`config.mk`:
```
export PLATFORM = sky130hd
export DESIGN_NAME = ah_lru_burst_sched
export DESIGN_NICKNAME = d
export VERILOG_FILES = /design/src/rtl/ah_lru_burst_sched.sv
export SDC_FILE = /design/constraint.sdc
export NUM_CORES = 1
export LEC_CHECK = 0
export CAP_MARGIN = 5
export CORE_MARGIN = 2
export CORE_UTILIZATION = 55
export CTS_CLUSTER_DIAMETER = 150
export DETAILED_ROUTE_END_ITERATION = 7
export MAX_ROUTING_LAYER = met4
export PLACE_DENSITY = 0.91
export SYNTH_ARGS = -nofsm -noshare
export SYNTH_HDL_FRONTEND = slang
export SYNTH_SLANG_ARGS = --single-unit
```
`constraint.sdc`:
```
create_clock -name clk_i -period 17.58 [get_ports clk_i]
set_input_delay 1.758 -clock clk_i [delete_from_list [all_inputs] [get_ports clk_i]]
set_output_delay 1.758 -clock clk_i [all_outputs]
set_load 0.03 [all_outputs]
```
`src/rtl/ah_lru_burst_sched.sv`:
```
// ah_lru_burst_sched: least-recently-used burst scheduler that shares one
// beat-oriented resource between NREQ requesters.
//
// Ports:
//   clk_i       clock, all state on the rising edge
//   rstn_i      asynchronous active-low reset
//   req_i       level-sensitive request vector, bit i = requester i
//   req_len_i   per-requester burst length minus one, slice i = [i*LENW +: LENW]
//   rsrc_rdy_i  resource accepts one beat this cycle
//   gnt_o       registered one-hot grant, all-zero when idle
//   gnt_vld_o   OR of gnt_o
//   gnt_id_o    binary index of the granted requester, 0 when idle
//   gnt_last_o  current beat is the final beat of the burst
module ah_lru_burst_sched #(
  parameter int unsigned NREQ = 7,
  parameter int unsigned LENW = 4,
  localparam int unsigned IdW = $clog2(NREQ)
) (
  input  logic                 clk_i,
  input  logic                 rstn_i,
  input  logic [NREQ-1:0]      req_i,
  input  logic [NREQ*LENW-1:0] req_len_i,
  input  logic                 rsrc_rdy_i,
  output logic [NREQ-1:0]      gnt_o,
  output logic                 gnt_vld_o,
  output logic [IdW-1:0]       gnt_id_o,
  output logic                 gnt_last_o
);

  typedef enum logic {StIdle, StBurst} state_e;

  state_e          state_q, state_d;
  logic [NREQ-1:0] gnt_q, gnt_d;
  logic [IdW-1:0]  id_q, id_d;
  logic [LENW-1:0] cnt_q, cnt_d;
  // Ages form a permutation of 0..NREQ-1; larger age = waited longer.
  logic [IdW-1:0]  age_q [NREQ];
  logic [IdW-1:0]  age_d [NREQ];

  // Oldest requesting index. Ages are unique, so no tie-break is needed.
  logic           win_vld;
  logic [IdW-1:0] win_id;
  logic [IdW-1:0] win_age;

  always_comb begin
    win_vld = 1'b0;
    win_id  = '0;
    win_age = '0;
    for (int unsigned i = 0; i < NREQ; i++) begin
      if (req_i[i] && (!win_vld || (age_q[i] > win_age))) begin
        win_vld = 1'b1;
        win_id  = IdW'(i);
        win_age = age_q[i];
      end
    end
  end

  // Burst progress for the held winner. A dropped request aborts and wins
  // over a ready strobe in the same cycle.
  logic req_w, beat, abort, done;

  assign req_w = req_i[id_q];
  assign abort = !req_w;
  assign beat  = rsrc_rdy_i && req_w;
  assign done  = abort || (beat && (cnt_q == '0));

  always_comb begin
    state_d = state_q;
    gnt_d   = gnt_q;
    id_d    = id_q;
    cnt_d   = cnt_q;
    for (int unsigned i = 0; i < NREQ; i++) begin
      age_d[i] = age_q[i];
    end

    unique case (state_q)
      StIdle: begin
        if (win_vld) begin
          state_d        = StBurst;
          gnt_d          = '0;
          gnt_d[win_id]  = 1'b1;
          id_d           = win_id;
          // Length is captured once; later changes to req_len_i are ignored.
          cnt_d          = req_len_i[win_id*LENW +: LENW];
        end
      end
      StBurst: begin
        if (done) begin
          state_d = StIdle;
          gnt_d   = '0;
          id_d    = '0;
          cnt_d   = '0;
          // Everyone younger than the winner ages by one; winner becomes youngest.
          for (int unsigned j = 0; j < NREQ; j++) begin
            if (age_q[j] < age_q[id_q]) begin
              age_d[j] = age_q[j] + IdW'(1);
            end
          end
          age_d[id_q] = '0;
        end else if (beat) begin
          cnt_d = cnt_q - LENW'(1);
        end
      end
      default: begin
        state_d = StIdle;
      end
    endcase
  end

  always_ff @(posedge clk_i or negedge rstn_i) begin
    if (!rstn_i) begin
      state_q <= StIdle;
      gnt_q   <= '0;
      id_q    <= '0;
      cnt_q   <= '0;
      for (int unsigned i = 0; i < NREQ; i++) begin
        age_q[i] <= IdW'(NREQ - 1 - i);
      end
    end else begin
      state_q <= state_d;
      gnt_q   <= gnt_d;
      id_q    <= id_d;
      cnt_q   <= cnt_d;
      for (int unsigned i = 0; i < NREQ; i++) begin
        age_q[i] <= age_d[i];
      end
    end
  end

  assign gnt_o      = gnt_q;
  assign gnt_vld_o  = |gnt_q;
  assign gnt_id_o   = id_q;
  assign gnt_last_o = (state_q == StBurst) && (cnt_q == '0);

endmodule

```
# Yosys cells after proc, flatten, opt, wreduce, memory -nomap -nowiden
# Cells that the tools add are included.
# Widths: inputs -> output; s select.
[op_classes] n_addsub=8 magnitude_cmp=18 n_eq_ne=3 n_shift=1 muxes=62 n_bitwise=4 reduce_logical=30
[op_table] op="$mux 3" n=37
[op_table] op="$shiftx 28x6->4" n=1
[op_table] op="$add 3x1->3 const B" n=7
[op_table] op="$and 21x21->21" n=1
[op_table] op="$lt 3x3->1" n=7
[op_table] op="$not 21->21" n=1
[op_table] op="$gt 3x3->1" n=6
[op_table] op="$mux 7" n=2
[op_table] op="$pmux 7 s2" n=1
[op_table] op="$mux 1" n=12
[op_table] op="$mux 4" n=3
[op_table] op="$logic_and 1x1->1" n=11
[op_table] op="$bmux 3 s3" n=1
[op_table] op="$demux 3 s3" n=1
[op_table] op="$lt 3x4->1 const B" n=2
[op_table] op="$pmux 4 s2" n=1
[op_table] op="$logic_not 1->1" n=7
[op_table] op="$logic_or 1x1->1" n=7
[op_table] op="$reduce_or 7->1" n=1
[op_table] op="$pmux 3 s2" n=1
[op_table] op="$reduce_and 2->1" n=3
[op_table] op="$ge 4x4->1 const B" n=1
[op_table] op="$logic_not 4->1" n=1
[op_table] op="$lt 4x1->1 const B" n=1
[op_table] op="10 further kinds" n=10
[word_totals] ff_bits=36 in_bits=38 output_inout_bits=12 wordCells=137

# Longest topological paths before layout
# Gate-level depths: netlist of run 1.
[logic_depth] word_depth=31 ltp_mapped=42 mapped_depth_nobuf=39

# Worst setup path before layout of run 1
# Ideal clock, no wire load.
[synth_timing] path_type="input to register" start="input req_i[0]" end="register cnt_q[0]" t_arrival_ns=9.485 required_ns=17.517 path_slack_ns=8.031 path_stages=40 path_buffers=4 cell_sequence="buf_2 > nand2_1 > ha_1 > and3b_1 > o311ai_2 > nor2_1 > a31oi_1 > ha_1 > nor2b_1 > o21ai_0 > a32oi_1 > o21ai_1 > mux2_2 > ha_1 > and3_1 > a211oi_1 > a21oi_1 > mux2i_1 > (+4 left out) > clkbuf_1 > nor2_1 > a21o_1 > ha_1 > nand3b_1 > a32oi_1 > o21ai_2 > and2_0 > buf_2 > a211o_1 > ha_1 > nand3b_1 > a32oi_1 > o21a_1 > buf_2 > a211oi_1 > a31oi_1 > a21bo_2"
[synth_via] elab_chain_cells=28 elab_cells_between_ends=56 classes_between="order compare (6); eq/ne (2); shift (1); mux (24); reduce/logical (23)"
[synth_rtl] item="from (decl)" line="21" text="input logic [NREQ-1:0] req_i,"
[synth_rtl] item="$mux 3 or $mux 1 (tied branches)" line="50" text="if (req_i[i] && (!win_vld || (age_q[i] > win_age))) begin"
[synth_rtl] item="$gt 3x3->1 or $logic_not 1->1 (tied branches)" line="50"
[synth_rtl] item="$logic_or 1x1->1" line="50"
[synth_rtl] item="$logic_and 1x1->1" line="50"
[synth_rtl] item="$mux 3 or $mux 1 (tied branches)" line="50"
[synth_rtl] item="$gt 3x3->1 or $logic_not 1->1 (tied branches)" line="50"
[synth_rtl] item="$logic_or 1x1->1" line="50"
[synth_rtl] item="$logic_and 1x1->1" line="50"
[synth_rtl] item="(+12 left out)"
[synth_rtl] item="$mux 3 or $mux 1 (tied branches)" line="50"
[synth_rtl] item="$gt 3x3->1 or $logic_not 1->1 (tied branches)" line="50"
[synth_rtl] item="$logic_or 1x1->1" line="50"
[synth_rtl] item="$logic_and 1x1->1" line="50"
[synth_rtl] item="$mux 3" line="50"
[synth_rtl] item="$shiftx 28x6->4" line="84" text="cnt_d = req_len_i[win_id*LENW +: LENW];"
[synth_rtl] item="$mux 4" line="78" text="if (win_vld) begin"
[synth_rtl] item="$pmux 4 s2" line="76" text="unique case (state_q)"
[synth_rtl] item="to (signal assigned)" line="123" text="cnt_q <= cnt_d;"
[synth_rtl] item="to (decl)" line="35" text="logic [LENW-1:0] cnt_q, cnt_d;"
# Parallel ways exist; a longest one is shown, timed or not. The select of a mux whose other input is x is not followed.
# A chain may end at the register's enable or synchronous reset.

# Worst setup path in the final report of run 1
# Same ends and word-level chain as after synthesis.

==> impl_metrics.csv, run 1 <==
group,metric,value,unit
sta,maxSlewViolCount,0,
yosys,synthArstFlopShare,100,%
cts,cts_resized,0,
setup_path,slowest_delay,0.69,ns
setup_path,crit_type,"input pin to register",
sta,max_clock_freq,88.8,MHz
cts,clkSlewWorstSetupHoldPaths,0.07,ns
yosys,syn_area,3570,µm²
yosys,synth_most_common_cell,"ha_1",
yosys,synth_top_cells_by_count,"41 x ha_1, 28 x nor2_1, 27 x dfrtp_1, 25 x a21oi_1, 24 x mux2i_1",
global_route,grt_use_met2,43.0,%
setup_path,cpMostUsedCell,"ha_1",
global_route,busiest_layer,"met2",
sta,setup_ws,6.32,ns
yosys,yosys_warnings,0,
cts,cts_root_buf,"clkbuf_8",
yosys,synth_ff_type,"dfrtp_1",
placement,place_area,4080,µm²
setup_path,arrival,11.49,ns
layout,n_fill_cell,490,
detailed_routing,drc,0,
layout,instances_no_fill,505,
placement,placed_cells,497,
cts,post-cts-setup-buffers,0,
placement,place_congestion,0.927,
setup_path,endpoint_kind,"register",
sta,setup_violations,0,
yosys,ys_top_cells_by_area,"dfrtp_1 19%, ha_1 14%, mux2i_1 6.7%, dfstp_2 6.6%, a21oi_1 3.5%",
cts,clkLatencyLatePin,0.30,ns
layout,seqCellArea,912,µm²
setup_path,cp.required,17.81,ns
detailed_routing,routed_wl,9.46,mm
yosys,ys_ff_latch,36,
cts,cts.sinks,36,
sta,timing.final.crit_share,64.1,%
setup_path,startpoint_type,"input pin",
global_route,grt_antenna_before_repair,0,
sta,finalCriticalPeriod,11.26,ns
yosys,synth_top_area_share,18.9,%
yosys,yosysSeqAreaShare,25.6,%
hold_path,min_path_type,"register to register",
sta,rsz0062_at_grt,"false",
global_route,grt_pass1_wl,15.6,mm
cts,htree_levels,2,
floorplanning,start_util,56.5,%
detailed_routing,avgRoutedWirePerCell,18.7,µm
floorplanning,fp-row-count,29,
placement,dp_hpwl,7.22,mm
floorplanning,core,6310,µm²
detailed_routing,vias,3272,
placement,port_buffers,49,
yosys,ys_types,68,
detailed_routing,routed_via_density,6.48,
flow_run,maxCapViolCount,0,
floorplanning,io_pins,50,
layout,final_area,4190,µm²
sta,clock_skew,0.0129,ns
setup_path,slowest_stage,"clkdlybuf4s50_1",
detailed_routing,antenna_left,0,
layout,multi_input_area,2490,µm²
sta,setup_tns,0,ns
global_route,met1_usage,36.9,%
yosys,syn_inst,382,
global_route,grt_pass1_vias,3197,
floorplanning,die_h,84.5,µm
cts,numCtsBuffers,5,
sta,max_slew_margin,40.3,%
detailed_routing,drtIter0Drc,191,
global_route,gr-usage-all-layers,28.1,%
global_route,gr-usage-met3,6.19,%
layout,nets,506,
cts,cts_hold_buffers,0,
layout,layout-drive-gt1-share,10.0,%
floorplanning,die_w,84.5,µm
yosys,synth_edf_count,0,
placement,dp_slack,6.35,ns
cts,cts_tree,"built",
cts,clockBufferDepth,2,
sta,hold_violations,0,
setup_path,path_max_fanout,13,
layout,syn2layout_area_growth,17.4,%
global_route,grt_max_degree,37,
yosys,syn_nets,461,
floorplanning,dieArea,7140,µm²
yosys,yosysTopAreaCell,"dfrtp_1",
sta,worst_slew_pin_slew,0.886,ns
detailed_routing,firstDrtPassIters,5,
status,status,"complete, no violations",
layout,diodes,0,
yosys,syn_avg_cell_area,9.33,µm²
global_route,overflow,0,
## cell families (layout without fill, tap and decap cells)
| logic type | count (synthesis) | after routing | synth area share (%) |
|---|---|---|---|
| AOI/OAI and AO/OA | 128 | 128 | 28.6 |
| and+or+nand+nor | 109 | 109 | 16.4 |
| muxes | 28 | 28 | 8.74 |
| DFF | 36 | 36 | 25.6 |
| buffers and inverters | 33 | 79 | 4.60 |
| xor gates and xnor gates | 7 | 7 | 1.72 |
| adders and majority gates | 41 | 41 | 14.4 |
## per-stage QoR
stage,utilization (%),hold slack [ns]
2_1_floorplan,-,0.539
3_3_place_gp,64.6,0.501
3_5_place_dp,64.6,0.510
4_1_cts,66.3,0.545
5_1_grt,66.3,0.573
6_report,66.3,0.548
## flip-flops by register name, summed over array words and instances, names as in the netlist
register  cells
age_q        21
gnt_o         7
cnt_q         4
gnt_id_o      3
state_q       1
## final timing paths
kind                       endpoint      start  cells past startpoint  slack (ns)
max in group asynchronous  age_q[3]     rstn_i                      2       15.34
min in group asynchronous  age_q[2]     rstn_i                      2        1.89
hold reg to reg            gnt_o[5]   gnt_o[5]                      1        0.55
setup reg to reg           cnt_q[0]  age_q[20]                     37        7.89
hold / removal             gnt_o[5]   gnt_o[5]                      1        0.55
setup / recovery           cnt_q[0]   req_i[0]                     38        6.32
## layer usage
metal	up-vias	share of wire [%]
met4	0	2.4
met1	1559	44
li1	1552	-
met5	-	0
met2	136	46
met3	25	7.6
## cell usage in the layout (no fill, tap or decap), types with 4 or more instances in the layout
master,instances
dfstp_2,9
a211oi_1,5
a21o_1,6
o211a_1,5
o21a_1,4
a22o_1,4
a31o_1,5
a32oi_1,4
nand2_1,20
o311ai_0,4
nor3_1,9
nor2_1,28
nand3b_1,7
mux2i_1,24
clkdlybuf4s50_1,49
a31oi_1,4
a21oi_1,25
xnor2_1,7
dfrtp_1,27
o21ai_1,4
nand2b_1,8
ha_1,41
and2_1,6
nand3_1,7
o21ai_0,23
nor2b_1,4
clkbuf_8,5
inv_1,20
nor4_1,4
## worst max-delay path: cells and delay by family
kind	cells	cell delay, ns
buf+inv	2	0.76
simple gates	6	1.07
compound gates	22	5.37
mux	2	0.68
fa+ha+maj	6	1.82
## cell type report
| cell class | count | share of cell area, % |
|---|---|---|
| Multi-Input combinational cell | 313 | 59.5 |
| Timing Repair Buffer | 50 | 11.9 |
| Sequential cell | 36 | 21.8 |
| Clock buffer | 6 | 1.73 |
| Inverter | 21 | 2.00 |
| Tap cell | 77 | 2.30 |
| Clock inverter | 2 | 0.837 |
Power of run 1 is left out: the tool's default activity adds up to more than one toggle a clock period on the data nets, which glitch-free logic cannot reach.
==> run 2: changes to the inputs <==
==> constraint.sdc (replaced) <==
create_clock -name clk_i -period 11.45 [get_ports clk_i]
set_input_delay 1.145 -clock clk_i [delete_from_list [all_inputs] [get_ports clk_i]]
set_output_delay 1.145 -clock clk_i [all_outputs]
set_load 0.03 [all_outputs]
==> run 2 against run 1 <==
  * Cell area fell by 0.48%
  * Die area did not move
  * Clock-buffer cell count did not move
  * Hold slack got worse by 0.010 ns
  * Via count rose by 3.0%
  * Sequential share of layout area is 0.10 points higher
  * Wire length grew 6.3%
  * First-iteration DRC count grew 57%
==> impl_metrics.csv, run 2 (synthesized netlist as in run 1, its figures left out) <==
group,metric,value,unit
status,status,"complete, no violations",
setup_path,cp.required,11.69,ns
detailed_routing,routed_wl,10.1,mm
detailed_routing,routed_via_density,6.66,
detailed_routing,vias,3370,
layout,layout_commonest_cell,"clkdlybuf4s50_1",
global_route,grt_pass1_vias,3385,
setup_path,slowest_delay,0.71,ns
sta,setup_violations,0,
sta,max_slew_margin,41.9,%
global_route,grt_max_degree,37,
detailed_routing,firstDrtPassIters,6,
setup_path,crit_type,"input pin to register",
layout,final_cell_mix,"49 x clkdlybuf4s50_1, 41 x ha_1, 28 x nor2_1",
sta,hold_violations,0,
floorplanning,die_h,84.5,µm
global_route,grt_pass1_wl,16.4,mm
cts,cts.sinks,36,
layout,layout-drive-gt1-share,10.0,%
cts,cts_resized,0,
layout,nets,506,
cts,post-cts-setup-buffers,0,
hold_path,min_path_type,"register to register",
cts,clockBufferDepth,2,
placement,place_area,4080,µm²
layout,syn2layout_area_growth,16.9,%
layout,final_area,4170,µm²
cts,clkLatencyLatePin,0.29,ns
detailed_routing,drc,0,
placement,place_congestion,0.999,
global_route,grt_antenna_before_repair,1,
layout,n_fill_cell,503,
flow_run,maxCapViolCount,0,
setup_path,arrival,10.86,ns
detailed_routing,antenna_left,0,
setup_path,slowest_stage,"clkdlybuf4s50_1",
global_route,gr-usage-all-layers,29.4,%
layout,largest_reg_flops,21,
setup_path,path_max_fanout,13,
cts,htree_levels,2,
sta,holdWs,0.538,ns
floorplanning,die_w,84.5,µm
cts,clkSlewWorstSetupHoldPaths,0.08,ns
floorplanning,dieArea,7140,µm²
layout,top_register,"age_q",
layout,multi_input_area,2490,µm²
placement,port_buffers,49,
cts,cts_root_buf,"clkbuf_8",
setup_path,cpMostUsedCell,"ha_1",
floorplanning,fp-row-count,29,
layout,seqCellArea,912,µm²
placement,dp_hpwl,7.64,mm
sta,max_clock_freq,94.1,MHz
detailed_routing,drtIter0Drc,299,
sta,worst_slew_pin_slew,0.872,ns
floorplanning,start_util,56.5,%
sta,clock_skew,0.00396,ns
setup_path,startpoint_type,"input pin",
sta,finalCriticalPeriod,10.63,ns
floorplanning,core,6310,µm²
sta,maxSlewViolCount,0,
sta,timing.final.crit_share,92.8,%
global_route,overflow,0,
floorplanning,io_pins,50,
setup_path,endpoint_kind,"register",
sta,setup_tns,0,ns
cts,cts_hold_buffers,0,
detailed_routing,avgRoutedWirePerCell,19.9,µm
cts,numCtsBuffers,5,
sta,rsz0062_at_grt,"false",
cts,cts_tree,"built",
## run 2: changes by cell type in the layout (fill, tap and decap cells not counted)
cell        change
diode_2         +1
bufinv_16       -1
clkinvlp_4      +1
## run 2: metal layers
layer  global-route usage, %  share of wire (%)  up-vias
li1                        -                  -     1550
met5                       -                  0        -
met2                    46.2                 47      164
met4                    10.5                3.2        0
met1                    37.8                 42     1615
met3                    5.80                7.9       41
## run 2: critical path, delay by kind of cell
| family | cells | cell delay, ns |
|---|---|---|
| adder cells (fa/ha/maj) | 6 | 1.82 |
| AND/OR/NAND/NOR | 6 | 1.08 |
| multiplexers | 2 | 0.73 |
| AO/OA/AOI/OAI | 22 | 5.29 |
| buffers and inverters | 2 | 0.78 |
## run 2: worst paths after layout
kind                           start         to  slack, ns  cells after the start
max in group asynchronous     rstn_i  age_q[14]       9.83                      2
setup / recovery            req_i[0]   cnt_q[0]       0.82                     38
setup reg to reg           age_q[19]   cnt_q[0]       1.80                     37
hold reg to reg             gnt_o[4]   gnt_o[4]       0.54                      2
min in group asynchronous     rstn_i   age_q[6]       1.27                      2
hold / removal              gnt_o[4]   gnt_o[4]       0.54                      2
## run 2: area by class of cell
cell class / count / share of cell area, %
Inverter: 21 / 2.01
Clock inverter: 2 / 0.300
Antenna cell: 1 / 0.0600
Sequential cell: 36 / 21.9
Tap cell: 77 / 2.31
Timing Repair Buffer: 50 / 11.9
Clock buffer: 6 / 1.74
Multi-Input combinational cell: 313 / 59.7
## run 2: through the flow
stage / util [%] / setup slack (ns) / instances
after global placement: 64.6 / 1.24 / 497
final: 66.0 / 0.825 / 506
after floorplan: - / 2.51 / 382
after detailed placement: 64.6 / 0.754 / 497
after global routing: 66.0 / 0.0674 / 506
after CTS: 66.0 / 1.00 / 505
Power of run 2 is left out for the same reason.
==> run 3: changes to the inputs <==
--- a/config.mk
+++ b/config.mk
@@ -8,8 +8,10 @@
 export CAP_MARGIN = 5
 export CORE_MARGIN = 2
 export CORE_UTILIZATION = 55
+export CTS_BUF_LIST = sky130_fd_sc_hd__clkbuf_8
 export CTS_CLUSTER_DIAMETER = 150
 export DETAILED_ROUTE_END_ITERATION = 7
+export GPL_TIMING_DRIVEN = 0
 export MAX_ROUTING_LAYER = met4
 export PLACE_DENSITY = 0.91
 export SYNTH_ARGS = -nofsm -noshare
==> constraint.sdc (replaced) <==
create_clock -name clk_i -period 11.36 [get_ports clk_i]
set_input_delay 1.136 -clock clk_i [delete_from_list [all_inputs] [get_ports clk_i]]
set_output_delay 1.136 -clock clk_i [all_outputs]
set_load 0.03 [all_outputs]
==> run 3 against run 2 <==
  * Non-clock buffer count is 11 higher
  * Clock-buffer cell count up 1
  * Setup slack worse by 0.16 ns
  * Sequential cell count is the same
==> impl_metrics.csv, run 3 (synthesized netlist as in run 1, its figures left out) <==
group,metric,value,unit
status,status,"complete, no violations",
sta,hold_violations,0,
detailed_routing,drtIter0Drc,373,
sta,worst_slew_pin_slew,0.979,ns
layout,final_cell_mix,"48 x clkdlybuf4s50_1, 41 x ha_1, 28 x nor2_1",
cts,cts_root_buf,"clkbuf_8",
floorplanning,die_h,84.5,µm
flow_run,maxCapViolCount,0,
placement,place_congestion,0.883,
cts,clkLatencyLatePin,0.31,ns
setup_path,crit_type,"input pin to register",
layout,layout_commonest_cell,"clkdlybuf4s50_1",
setup_path,arrival,10.94,ns
layout,syn2layout_area_growth,19.3,%
cts,cts_hold_buffers,0,
layout,n_fill_cell,488,
setup_path,path_max_fanout,10,
layout,nets,517,
sta,finalCriticalPeriod,10.69,ns
floorplanning,dieArea,7140,µm²
cts,numCtsBuffers,5,
sta,max_clock_freq,93.5,MHz
sta,maxSlewViolCount,0,
sta,timing.final.crit_share,94.1,%
setup_path,slowest_stage,"o311ai_2",
cts,clockBufferDepth,2,
setup_path,startpoint_type,"input pin",
setup_path,cp.required,11.61,ns
sta,rsz0062_at_grt,"false",
sta,clock_skew,0.0133,ns
global_route,grt_pass1_vias,3264,
floorplanning,core,6310,µm²
floorplanning,fp-row-count,29,
layout,multi_input_area,2490,µm²
hold_path,min_path_type,"register to register",
detailed_routing,vias,3369,
sta,setup_violations,0,
detailed_routing,routed_wl,9.61,mm
layout,largest_reg_flops,21,
floorplanning,io_pins,50,
detailed_routing,antenna_left,0,
layout,diodes,0,
detailed_routing,routed_via_density,6.53,
placement,port_buffers,49,
cts,cts.sinks,36,
layout,top_register,"age_q",
sta,max_slew_margin,34.0,%
placement,dp_hpwl,7.39,mm
cts,clkSlewWorstSetupHoldPaths,0.09,ns
setup_path,slowest_delay,0.53,ns
setup_path,endpoint_kind,"register",
global_route,grt_pass1_wl,16.1,mm
floorplanning,start_util,56.5,%
detailed_routing,drc,0,
global_route,grt_max_degree,37,
sta,holdWs,0.538,ns
detailed_routing,avgRoutedWirePerCell,18.6,µm
global_route,gr-usage-all-layers,28.5,%
global_route,overflow,0,
detailed_routing,firstDrtPassIters,6,
sta,setup_tns,0,ns
floorplanning,die_w,84.5,µm
global_route,grt_antenna_before_repair,0,
layout,layout-drive-gt1-share,11.8,%
layout,seqCellArea,912,µm²
setup_path,cpMostUsedCell,"ha_1",
cts,cts_tree,"built",
cts,htree_levels,2,
run 3: final timing paths:
path,from,endpoint,slack [ns],cells after the start
worst max register to register,age_q[19],cnt_q[0],1.64,41
max in group asynchronous,rstn_i,age_q[13],9.92,1
worst max-delay path,req_i[0],cnt_q[0],0.67,43
min in group asynchronous,rstn_i,gnt_id_o[2],0.92,1
worst min-delay path,gnt_o[1],gnt_o[1],0.54,1
worst min register to register,gnt_o[1],gnt_o[1],0.54,1
run 3: layout make-up:
type                       instances  area share (%)
buffer                            12            1.88
clock buffer                       7            2.27
clock inverter                     1          0.0883
inverter                          21            1.97
multi-input combinational        313            58.7
sequential                        36            21.4
tap                               77            2.27
timing repair buffer              49            11.4
run 3: repair_timing:
| action | 4_1_cts | 5_1_grt |
|---|---|---|
| setup endpoints to repair | 0 | 3 |
| setup buffers | 0 | 0 |
| gates resized for setup | 0 | 1 |
run 3: per-stage QoR:
step / instance area (µm²) / cells / setup slack [ns] / utilization [%]
floorplan: 3570 / 382 / 2.43 / -
global placement: 4150 / 508 / 0.779 / 65.8
detailed placement: 4150 / 508 / 0.474 / 65.7
CTS: 4250 / 516 / 0.756 / 67.3
global route: 4250 / 516 / 0.0339 / 67.4
finish: 4250 / 516 / 0.668 / 67.4
run 3: worst max-delay path, delay by kind of cell:
kind / cells / cell delay [ns]
fa+ha+maj: 6 / 1.85
simple gates: 10 / 1.21
mux: 1 / 0.33
buf+inv: 6 / 1.51
compound gates: 20 / 4.89
run 3: metal layers:
metal	up-vias	global-route usage, %	wire (µm)
met5	-	-	0
met4	0	8.08	224
met3	24	4.52	673
met2	161	44.5	4560
met1	1607	38.4	4150
li1	1577	-	-
Power of run 3 is left out for the same reason.
